===== config.mk =====
export PLATFORM = sky130hd
export DESIGN_NAME = data_mem_ctrl
export DESIGN_NICKNAME = d
export VERILOG_FILES = /design/src/rtl/data_mem_ctrl.sv
export SDC_FILE = /design/constraint.sdc
export NUM_CORES = 1
export LEC_CHECK = 0
export CAP_MARGIN = 25
export CORE_MARGIN = 8
export CORE_UTILIZATION = 43
export DETAILED_ROUTE_END_ITERATION = 10
export GPL_TIMING_DRIVEN = 0
export PLACE_DENSITY_LB_ADDON = 0.05
export SYNTH_ARGS = -nofsm -noshare
export SYNTH_HDL_FRONTEND = slang
export SYNTH_SLANG_ARGS = --single-unit

===== constraint.sdc =====
create_clock -name clk -period 3.4 [get_ports clk]
set_input_delay 0.34 -clock clk [delete_from_list [all_inputs] [get_ports clk]]
set_output_delay 0.34 -clock clk [all_outputs]
set_load 0.02 [all_outputs]

===== src/rtl/data_mem_ctrl.sv =====
// MEM-stage load/store responder: turns one memRead/memWrite per instruction into a
// req/ack data-bus transaction, with byte enables, load formatting, fault and timeout handling.
module data_mem_ctrl #(
  parameter int ADDR_WIDTH = 32,
  parameter int TIMEOUT    = 255
) (
  input  logic                  clk,
  input  logic                  rst,
  input  logic                  memRead,
  input  logic                  memWrite,
  input  logic [2:0]            funct3,
  input  logic [ADDR_WIDTH-1:0] addr,
  input  logic [31:0]           wdata,
  output logic                  stall,
  output logic [31:0]           rdata,
  output logic                  fault,
  output logic                  bus_err,
  output logic                  bus_req,
  output logic                  bus_we,
  output logic [ADDR_WIDTH-1:0] bus_addr,
  output logic [3:0]            bus_be,
  output logic [31:0]           bus_wdata,
  input  logic                  bus_ack,
  input  logic [31:0]           bus_rdata
);

  typedef enum logic [1:0] {IDLE, REQ, DONE} state_t;
  state_t state, state_nx;

  logic        req, legal, size_ok, align_ok, timeout_hit;
  logic [15:0] cnt;
  logic [1:0]  off_q;
  logic [2:0]  f3_q;
  logic [3:0]  be_nx;
  logic [31:0] wd_nx, lane, load_fmt;

  // Decode of the incoming access; only meaningful while in IDLE.
  always_comb begin
    req = memRead | memWrite;
    if (memWrite) size_ok = (funct3 == 3'b000) || (funct3 == 3'b001) || (funct3 == 3'b010);
    else          size_ok = (funct3 == 3'b000) || (funct3 == 3'b001) || (funct3 == 3'b010) ||
                            (funct3 == 3'b100) || (funct3 == 3'b101);
    case (funct3[1:0])
      2'b01:   align_ok = ~addr[0];
      2'b10:   align_ok = (addr[1:0] == 2'b00);
      default: align_ok = 1'b1;
    endcase
    legal = size_ok & align_ok;
    case (funct3[1:0])
      2'b00: begin
        be_nx = 4'b0001 << addr[1:0];
        wd_nx = {4{wdata[7:0]}};
      end
      2'b01: begin
        be_nx = 4'b0011 << {addr[1], 1'b0};
        wd_nx = {2{wdata[15:0]}};
      end
      default: begin
        be_nx = 4'b1111;
        wd_nx = wdata;
      end
    endcase
  end

  // Load formatting uses the offset/size latched at request time, not the live inputs.
  always_comb begin
    lane = bus_rdata >> {off_q, 3'b000};
    case (f3_q)
      3'b000:  load_fmt = {{24{lane[7]}}, lane[7:0]};
      3'b100:  load_fmt = {24'h0, lane[7:0]};
      3'b001:  load_fmt = {{16{lane[15]}}, lane[15:0]};
      3'b101:  load_fmt = {16'h0, lane[15:0]};
      default: load_fmt = bus_rdata;
    endcase
  end

  assign timeout_hit = (cnt == 16'(TIMEOUT - 1));

  always_ff @(posedge clk) begin
    if (rst) state <= IDLE;
    else     state <= state_nx;
  end

  always_comb begin
    state_nx = state;
    stall    = 1'b0;
    bus_req  = 1'b0;
    case (state)
      IDLE: begin
        stall = req & legal;
        if (req) state_nx = legal ? REQ : DONE;
      end
      REQ: begin
        stall   = 1'b1;
        bus_req = 1'b1;
        if (bus_ack || timeout_hit) state_nx = DONE;
      end
      DONE:    state_nx = IDLE;
      default: state_nx = IDLE;
    endcase
  end

  always_ff @(posedge clk) begin
    if (rst) begin
      cnt       <= '0;
      off_q     <= '0;
      f3_q      <= '0;
      rdata     <= '0;
      fault     <= 1'b0;
      bus_err   <= 1'b0;
      bus_we    <= 1'b0;
      bus_addr  <= '0;
      bus_be    <= '0;
      bus_wdata <= '0;
    end else begin
      fault   <= 1'b0;
      bus_err <= 1'b0;
      case (state)
        IDLE: begin
          cnt <= '0;
          if (req) begin
            if (legal) begin
              bus_we    <= memWrite;
              bus_addr  <= {addr[ADDR_WIDTH-1:2], 2'b00};
              bus_be    <= be_nx;
              bus_wdata <= wd_nx;
              off_q     <= addr[1:0];
              f3_q      <= funct3;
            end else begin
              fault <= 1'b1;
              rdata <= '0;
            end
          end
        end
        REQ: begin
          cnt <= cnt + 16'd1;
          if (bus_ack) begin
            if (!bus_we) rdata <= load_fmt;
          end else if (timeout_hit) begin
            bus_err <= 1'b1;
            rdata   <= '0;
          end
        end
        default: ;
      endcase
    end
  end

endmodule


==> flow_metrics.env, run 1 <==
export IMPL_core_sq_mm=0.0132
export IMPL_crit_arrival_ps=2890
export IMPL_crit_buf_inv=5
export IMPL_final_cell_mix="205 x clkdlybuf4s50_1, 124 x dfxtp_1, 118 x nand2_1"
export IMPL_cts_path_max_buffers=2
export IMPL_skew_ps=14.4
export IMPL_wl_met3_mm=1.94
export IMPL_synth_edf_count=0
export IMPL_switching_share_pct=27.1
export IMPL_diodes=0
export IMPL_cap_violations=0
export IMPL_r2r_end="rdata[9]$_SDFFE_PP0P_"
export IMPL_synth_mux_area_share_pct=8.47
export IMPL_multi_input_area_sq_mm=0.00303
export IMPL_rrSetupSlack_ps=1380
export IMPL_route_met2_wl_mm=9.57
export IMPL_ys_seq_area_share_pct=42.5
export IMPL_critPathKind="in -> out"
export IMPL_fillCellCount=1171
export IMPL_grtUsageTotal_pct=22.5
export IMPL_preCtsSetupSlack_ps=-585
export IMPL_path_max_fanout=10
export IMPL_cp_cell_sequence="clkdlybuf4s50_1, clkbuf_4, inv_1, ha_1, nand2b_1, a2bb2oi_2, o2111ai_1, clkbuf_4, nand2_1, dlygate4sd2_1"
export IMPL_p_leak_nw=3.20
export IMPL_p_comb_share_pct=18.4
export IMPL_clock_latency_ps=420
export IMPL_drt_vias_per_instance=5.27
export IMPL_ys_types=54
export IMPL_fin_area_sq_mm=0.00873
export IMPL_cp_num_cells=10
export IMPL_rsz0062_at_grt="false"
export IMPL_cts_htree_levels=4
export IMPL_p_sw_mw=1.13
export IMPL_placed_cell_area_sq_mm=0.00812
export IMPL_power_density_mw_per_mm2=477
export IMPL_layout_nets=1034
export IMPL_post_cts_setup_buffers=0
export IMPL_crit_end="stall"
export IMPL_startpoint="funct3[1]"
export IMPL_relSlewSlack_pct=59.5
export IMPL_final_util_pct=65.9
export IMPL_max_freq_mhz=310
export IMPL_dr_pass1_iters=5
export IMPL_fin_hold_ws_ps=452
export IMPL_cp_common_cell="clkbuf_4"
export IMPL_synthesis_instances=699
export IMPL_clkPwrFrac_pct=44.3
export IMPL_drt_wl_total_mm=20.1
export IMPL_top_layer="met4"
export IMPL_start_util_pct=44.1
export IMPL_irDropWorstVdd_mv=0.381
export IMPL_critPathRequiredTime_ps=3060
export IMPL_critical_path_max_stage_delay_ps=510
export IMPL_via_count=5870
export IMPL_ant_nets=0
export IMPL_cts_hold_buf=0
export IMPL_syn_to_final_growth_pct=49.5
export IMPL_grt_pass1_vias=6103
export IMPL_seqPwrFrac_pct=37.3
export IMPL_cp_start_kind="primary input"
export IMPL_fp_row_count=42
export IMPL_antenna_found_initial=0
export IMPL_crit_family="buffers and inverters"
export IMPL_status="complete, no violations"
export IMPL_io_pins=209
export IMPL_drc=0
export IMPL_setup_viol=0
export IMPL_synth_area_sq_mm=0.00584
export IMPL_drt_met1_wl_mm=8.20
export IMPL_worst_pin_slew_ps=607
export IMPL_synth_simple_gate_area_share_pct=21.2
export IMPL_slew_violations=0
export IMPL_finalCritPeriodShare_pct=94.9
export IMPL_drt_iter0_drc=384
export IMPL_synth_async_reset_ratio_pct=0
export IMPL_dieWidth_microns=133
export IMPL_synthFlopType="dfxtp_1"
export IMPL_place_gp_congestion=0.855
export IMPL_yosys_warnings=0
export IMPL_cts_made_buffers=17
export IMPL_fp_dieArea_sq_mm=0.0176
export IMPL_critPathSlowestCell="clkdlybuf4s50_1"
export IMPL_grt_pass1_wl_mm=31.8
export IMPL_grt_max_degree=17
export IMPL_wire_per_inst_microns=18.0
export IMPL_r2r_start="state[1]$_SDFFE_PP0P_"
export IMPL_clk_pin_slew_ps=60
export IMPL_fp_dieH_microns=133
export IMPL_avgSynthCellArea_sq_um=8.35
export IMPL_final_seq_area_sq_mm=0.00248
export IMPL_numClockSinks=124
export IMPL_grt_overflow=0
export IMPL_reg2regPathDepth=7
export IMPL_p_total_mw=4.16
export IMPL_portBuffers=206
export IMPL_drive_gt1_share_pct=7.26
export IMPL_finalWorstSetupSlack_ps=173
export IMPL_ys_ff_latch=124
export IMPL_fin_crit_ps=3230
export IMPL_cts_tree="built"
export IMPL_final_common_cell="clkdlybuf4s50_1"
export IMPL_synth_top_family_by_area="simple AND/OR/NAND/NOR gates"
export IMPL_hold_viol=0
export IMPL_synth_xor_area_share_pct=1.95
export IMPL_cp_end_kind="output pin"
export IMPL_hpwl_mm=15.4
export IMPL_hp_class="reg -> reg"
export IMPL_cell_internal_pwr_mw=3.03
export IMPL_yosys_area_share_adder_pct=1.07
export IMPL_root_buffer="clkbuf_16"
export IMPL_synth_compound_area_share_pct=19.0
-- area by class of cell --
class                   instances  share of cell area (%)
plain buffers                  53                    3.08
clock buffers                  18                    4.92
well taps                     176                    2.52
flip-flops and latches        124                    28.4
multi-input cells             503                    34.7
clock inverters                13                    1.88
repair buffers                206                    23.6
inverters                      20                   0.860
-- metrics by stage --
stage	instances	TNS, ps
floorplan	700	0
global placement	1082	-1230
finish	1113	0
global route	1113	0
detailed placement	1082	-2770
CTS	1113	0
-- sequential cells by signal (all words and copies together) (netlist names) --
signal     cells
rdata         32
bus_wdata     32
bus_err        1
bus_be         4
state          2
bus_addr      30
f3_q           3
off_q          2
bus_we         1
fault          1
cnt           16
-- worst min-delay path by stage --
stage                                      endpoint  depth (start not counted)  slack (ps)                 startpoint
final                      bus_addr[3]$_SDFFE_PP0P_                          2         450   bus_addr[3]$_SDFFE_PP0P_
after floorplan                  bus_err$_SDFF_PP0_                          1         420                    bus_ack
after detailed placement  bus_addr[24]$_SDFFE_PP0P_                          2         450  bus_addr[24]$_SDFFE_PP0P_
after global routing      bus_addr[16]$_SDFFE_PP0P_                          3         460                   addr[16]
after global placement    bus_addr[12]$_SDFFE_PP0P_                          2         440  bus_addr[12]$_SDFFE_PP0P_
after CTS                 bus_addr[18]$_SDFFE_PP0P_                          3         450                   addr[18]
-- logic make-up (layout without fill, tap and decap cells) --
group,count (synthesis),in the layout
flip-flops,124,124
AND/OR/NAND/NOR,266,266
AO/OA/AOI/OAI,169,169
buffers and inverters,73,310
XOR/XNOR,13,13
other,1,2
multiplexers,48,48
adder cells (fa/ha/maj),5,5
-- routing by layer --
layer	global-route usage [%]	vias up
li1	-	2877
met1	24.3	2749
met2	37.3	216
met3	11.3	28
met4	8.26	0
met5	0	-
-- tightest hold or removal path, stage by stage (launching register included) --
cell	delay, ps
dfxtp_1	300
nand2_1	50
a21oi_1	50
-- power groups by stage --
stage          registers (mW)  clock network (mW)  logic, mW
2_1_floorplan            1.65                   0      0.337
3_3_place_gp             1.58                   0      0.750
3_5_place_dp             1.58                   0      0.761
4_1_cts                  1.55                1.87      0.767
5_1_grt                  1.56                1.93      0.824
6_report                 1.55                1.84      0.766
-- cells in the mapped netlist (all sizes together) (9+ instances only) --
library cell | count | area share (%)
a211oi | 29 | 3.9
a21o | 16 | 2.1
a21oi | 79 | 6.8
a22o | 9 | 1.4
buf | 26 | 2.7
clkbuf | 27 | 1.7
dfxtp | 124 | 43
inv | 19 | 1.2
mux2i | 46 | 7.9
nand2 | 118 | 7.6
nand2b | 37 | 4.0
nor2 | 59 | 3.8
nor3 | 15 | 1.3
o21ai | 13 | 1.1
o221ai | 13 | 2.0
-- repair_timing --
| action | CTS | global route |
|---|---|---|
| setup endpoints to repair | 1 | 0 |
| endpoints found under the hold margin | 0 | 0 |
| resized for setup | 6 | 0 |
No activity file was read; power rests on OpenSTA's default activity.
==> inputs of run 2 (changes only) <==
--- a/config.mk
+++ b/config.mk
@@ -9,3 +9,3 @@
 export CORE_MARGIN = 8
-export CORE_UTILIZATION = 43
+export CORE_UTILIZATION = 49
 export DETAILED_ROUTE_END_ITERATION = 10
--- a/constraint.sdc
+++ b/constraint.sdc
@@ -3,2 +3,2 @@
 set_output_delay 0.34 -clock clk [all_outputs]
-set_load 0.02 [all_outputs]
+set_load 0.01 [all_outputs]
==> flow_metrics.env, run 2 (same netlist as run 1, synthesis figures left out) <==
export IMPL_status="complete, no violations"
export IMPL_relSlewSlack_pct=61.6
export IMPL_critPathRequiredTime_ps=3060
export IMPL_cap_violations=0
export IMPL_grtUsageTotal_pct=24.9
export IMPL_clkPwrFrac_pct=42.0
export IMPL_worst_pin_slew_ps=575
export IMPL_r2r_end="rdata[8]$_SDFFE_PP0P_"
export IMPL_power_density_mw_per_mm2=454
export IMPL_clk_pin_slew_ps=50
export IMPL_setup_viol=0
export IMPL_cell_internal_pwr_mw=2.91
export IMPL_critPathKind="in -> out"
export IMPL_drc=0
export IMPL_wire_per_inst_microns=18.4
export IMPL_fin_crit_ps=3220
export IMPL_crit_arrival_ps=2880
export IMPL_path_max_fanout=7
export IMPL_diodes=0
export IMPL_placed_cell_area_sq_mm=0.00809
export IMPL_via_count=5959
export IMPL_cts_tree="built"
export IMPL_fp_dieArea_sq_mm=0.0157
export IMPL_r2r_start="state[1]$_SDFFE_PP0P_"
export IMPL_io_pins=209
export IMPL_grt_overflow=0
export IMPL_max_freq_mhz=311
export IMPL_reg2regPathDepth=7
export IMPL_start_util_pct=49.4
export IMPL_final_setup_tns_ps=0
export IMPL_hp_start="bus_wdata[1]$_SDFFE_PP0P_"
export IMPL_reg_top3="bus_wdata: 32 flops, rdata: 32 flops, bus_addr: 30 flops"
export IMPL_root_buffer="clkbuf_16"
export IMPL_layout_nets=1036
export IMPL_final_common_cell="clkdlybuf4s50_1"
export IMPL_skew_ps=7.08
export IMPL_finalCritPeriodShare_pct=94.7
export IMPL_cts_htree_levels=4
export IMPL_core_sq_mm=0.0118
export IMPL_portBuffers=206
export IMPL_finalWorstSetupSlack_ps=181
export IMPL_drt_iter0_drc=357
export IMPL_fin_area_sq_mm=0.00867
export IMPL_fillCellCount=931
export IMPL_holdPathStages=2
export IMPL_ant_nets=0
export IMPL_cts_made_buffers=17
export IMPL_grt_pass1_vias=6017
export IMPL_cp_start_kind="primary input"
export IMPL_final_util_pct=73.4
export IMPL_syn_to_final_growth_pct=48.5
export IMPL_grt_max_degree=17
export IMPL_drive_gt1_share_pct=7.36
export IMPL_drt_wl_total_mm=19.9
export IMPL_final_cell_mix="206 x clkdlybuf4s50_1, 124 x dfxtp_1, 118 x nand2_1"
export IMPL_p_leak_nw=3.18
export IMPL_irDropWorstVdd_mv=0.352
export IMPL_cp_end_kind="output pin"
export IMPL_slew_violations=0
export IMPL_whs_endpoint="bus_wdata[1]$_SDFFE_PP0P_"
export IMPL_preCtsSetupSlack_ps=-493
export IMPL_rrSetupSlack_ps=1440
export IMPL_hpwl_mm=15.2
export IMPL_stdcell_count=1085
export IMPL_fp_dieH_microns=125
export IMPL_grt_pass1_wl_mm=31.3
export IMPL_dieWidth_microns=125
export IMPL_dr_pass1_iters=7
export IMPL_hp_class="reg -> reg"
export IMPL_switching_share_pct=26.0
export IMPL_fp_row_count=40
export IMPL_hold_viol=0
export IMPL_numPlacedInstances=1053
export IMPL_drt_vias_per_instance=5.49
export IMPL_seqPwrFrac_pct=39.5
export IMPL_cts_hold_buf=0
export IMPL_p_comb_share_pct=18.5
export IMPL_rsz0062_at_grt="false"
export IMPL_place_gp_congestion=0.884
export IMPL_cts_path_max_buffers=2
export IMPL_p_sw_mw=1.02
export IMPL_antenna_found_initial=0
export IMPL_clock_latency_ps=420
export IMPL_numClockSinks=124
## run 2: cell count changes in the layout (fill, tap and decap cells not counted), sizes merged, moves of 2 or more
cell    change
inv         -4
buf         +3
clkbuf      +3
bufinv      -2
## run 2: area by class of cell
type	count	area, sq um	share of cell area [%]
multi-input combinational	503	3040	35.1
sequential	124	2480	28.6
timing repair buffer	208	2080	24.0
clock buffer	22	464	5.36
buffer	53	269	3.10
tap	147	184	2.12
inverter	20	75.1	0.866
clock inverter	8	70.1	0.809
## run 2: layer usage
layer  part of all wire, %  up-vias  GRT usage, %
li1                      -     2873             -
met1                    39     2781          27.0
met2                    48      265          41.5
met3                    10       40          11.3
met4                   2.2        0          9.81
met5                     0        -             0
## run 2: worst max-delay path: stages
cell and delay, ps:
clkdlybuf4s50_1 480, clkbuf_4 220, inv_1 110, ha_2 330, nand2b_1 200, a2bb2oi_4 220
o2111ai_1 190, buf_4 200, nand2_1 60, clkdlybuf4s50_1 530
## run 2: timing repair
action                                  CTS  global route
endpoints found under the setup margin    1             1
setup buffers                             0             2
cloned                                    0             0
gates resized for setup                   5             4
## run 2: worst max-delay path by stage
stage	from	end	slack (ps)	depth (start not counted)
after detailed placement	funct3[1]	stall	-490	9
final	funct3[1]	stall	180	10
after CTS	funct3[1]	stall	7	10
after global routing	funct3[1]	stall	30	10
after floorplan	funct3[1]	stall	1000	7
after global placement	funct3[1]	stall	-400	9
## run 2: stage by stage
stage | power, mW | hold WS [ps]
finish | 3.94 | 456
global route | 4.08 | 480
CTS | 3.95 | 458
detailed placement | 2.30 | 449
global placement | 2.28 | 441
floorplan | 1.94 | 418
## run 2: power groups by stage
stage          Combinational (mW)  Clock (mW)  Sequential (mW)
4_1_cts                     0.721        1.68             1.55
6_report                    0.729        1.65             1.55
2_1_floorplan               0.334           0             1.61
5_1_grt                     0.781        1.74             1.56
3_3_place_gp                0.702           0             1.58
3_5_place_dp                0.714           0             1.58
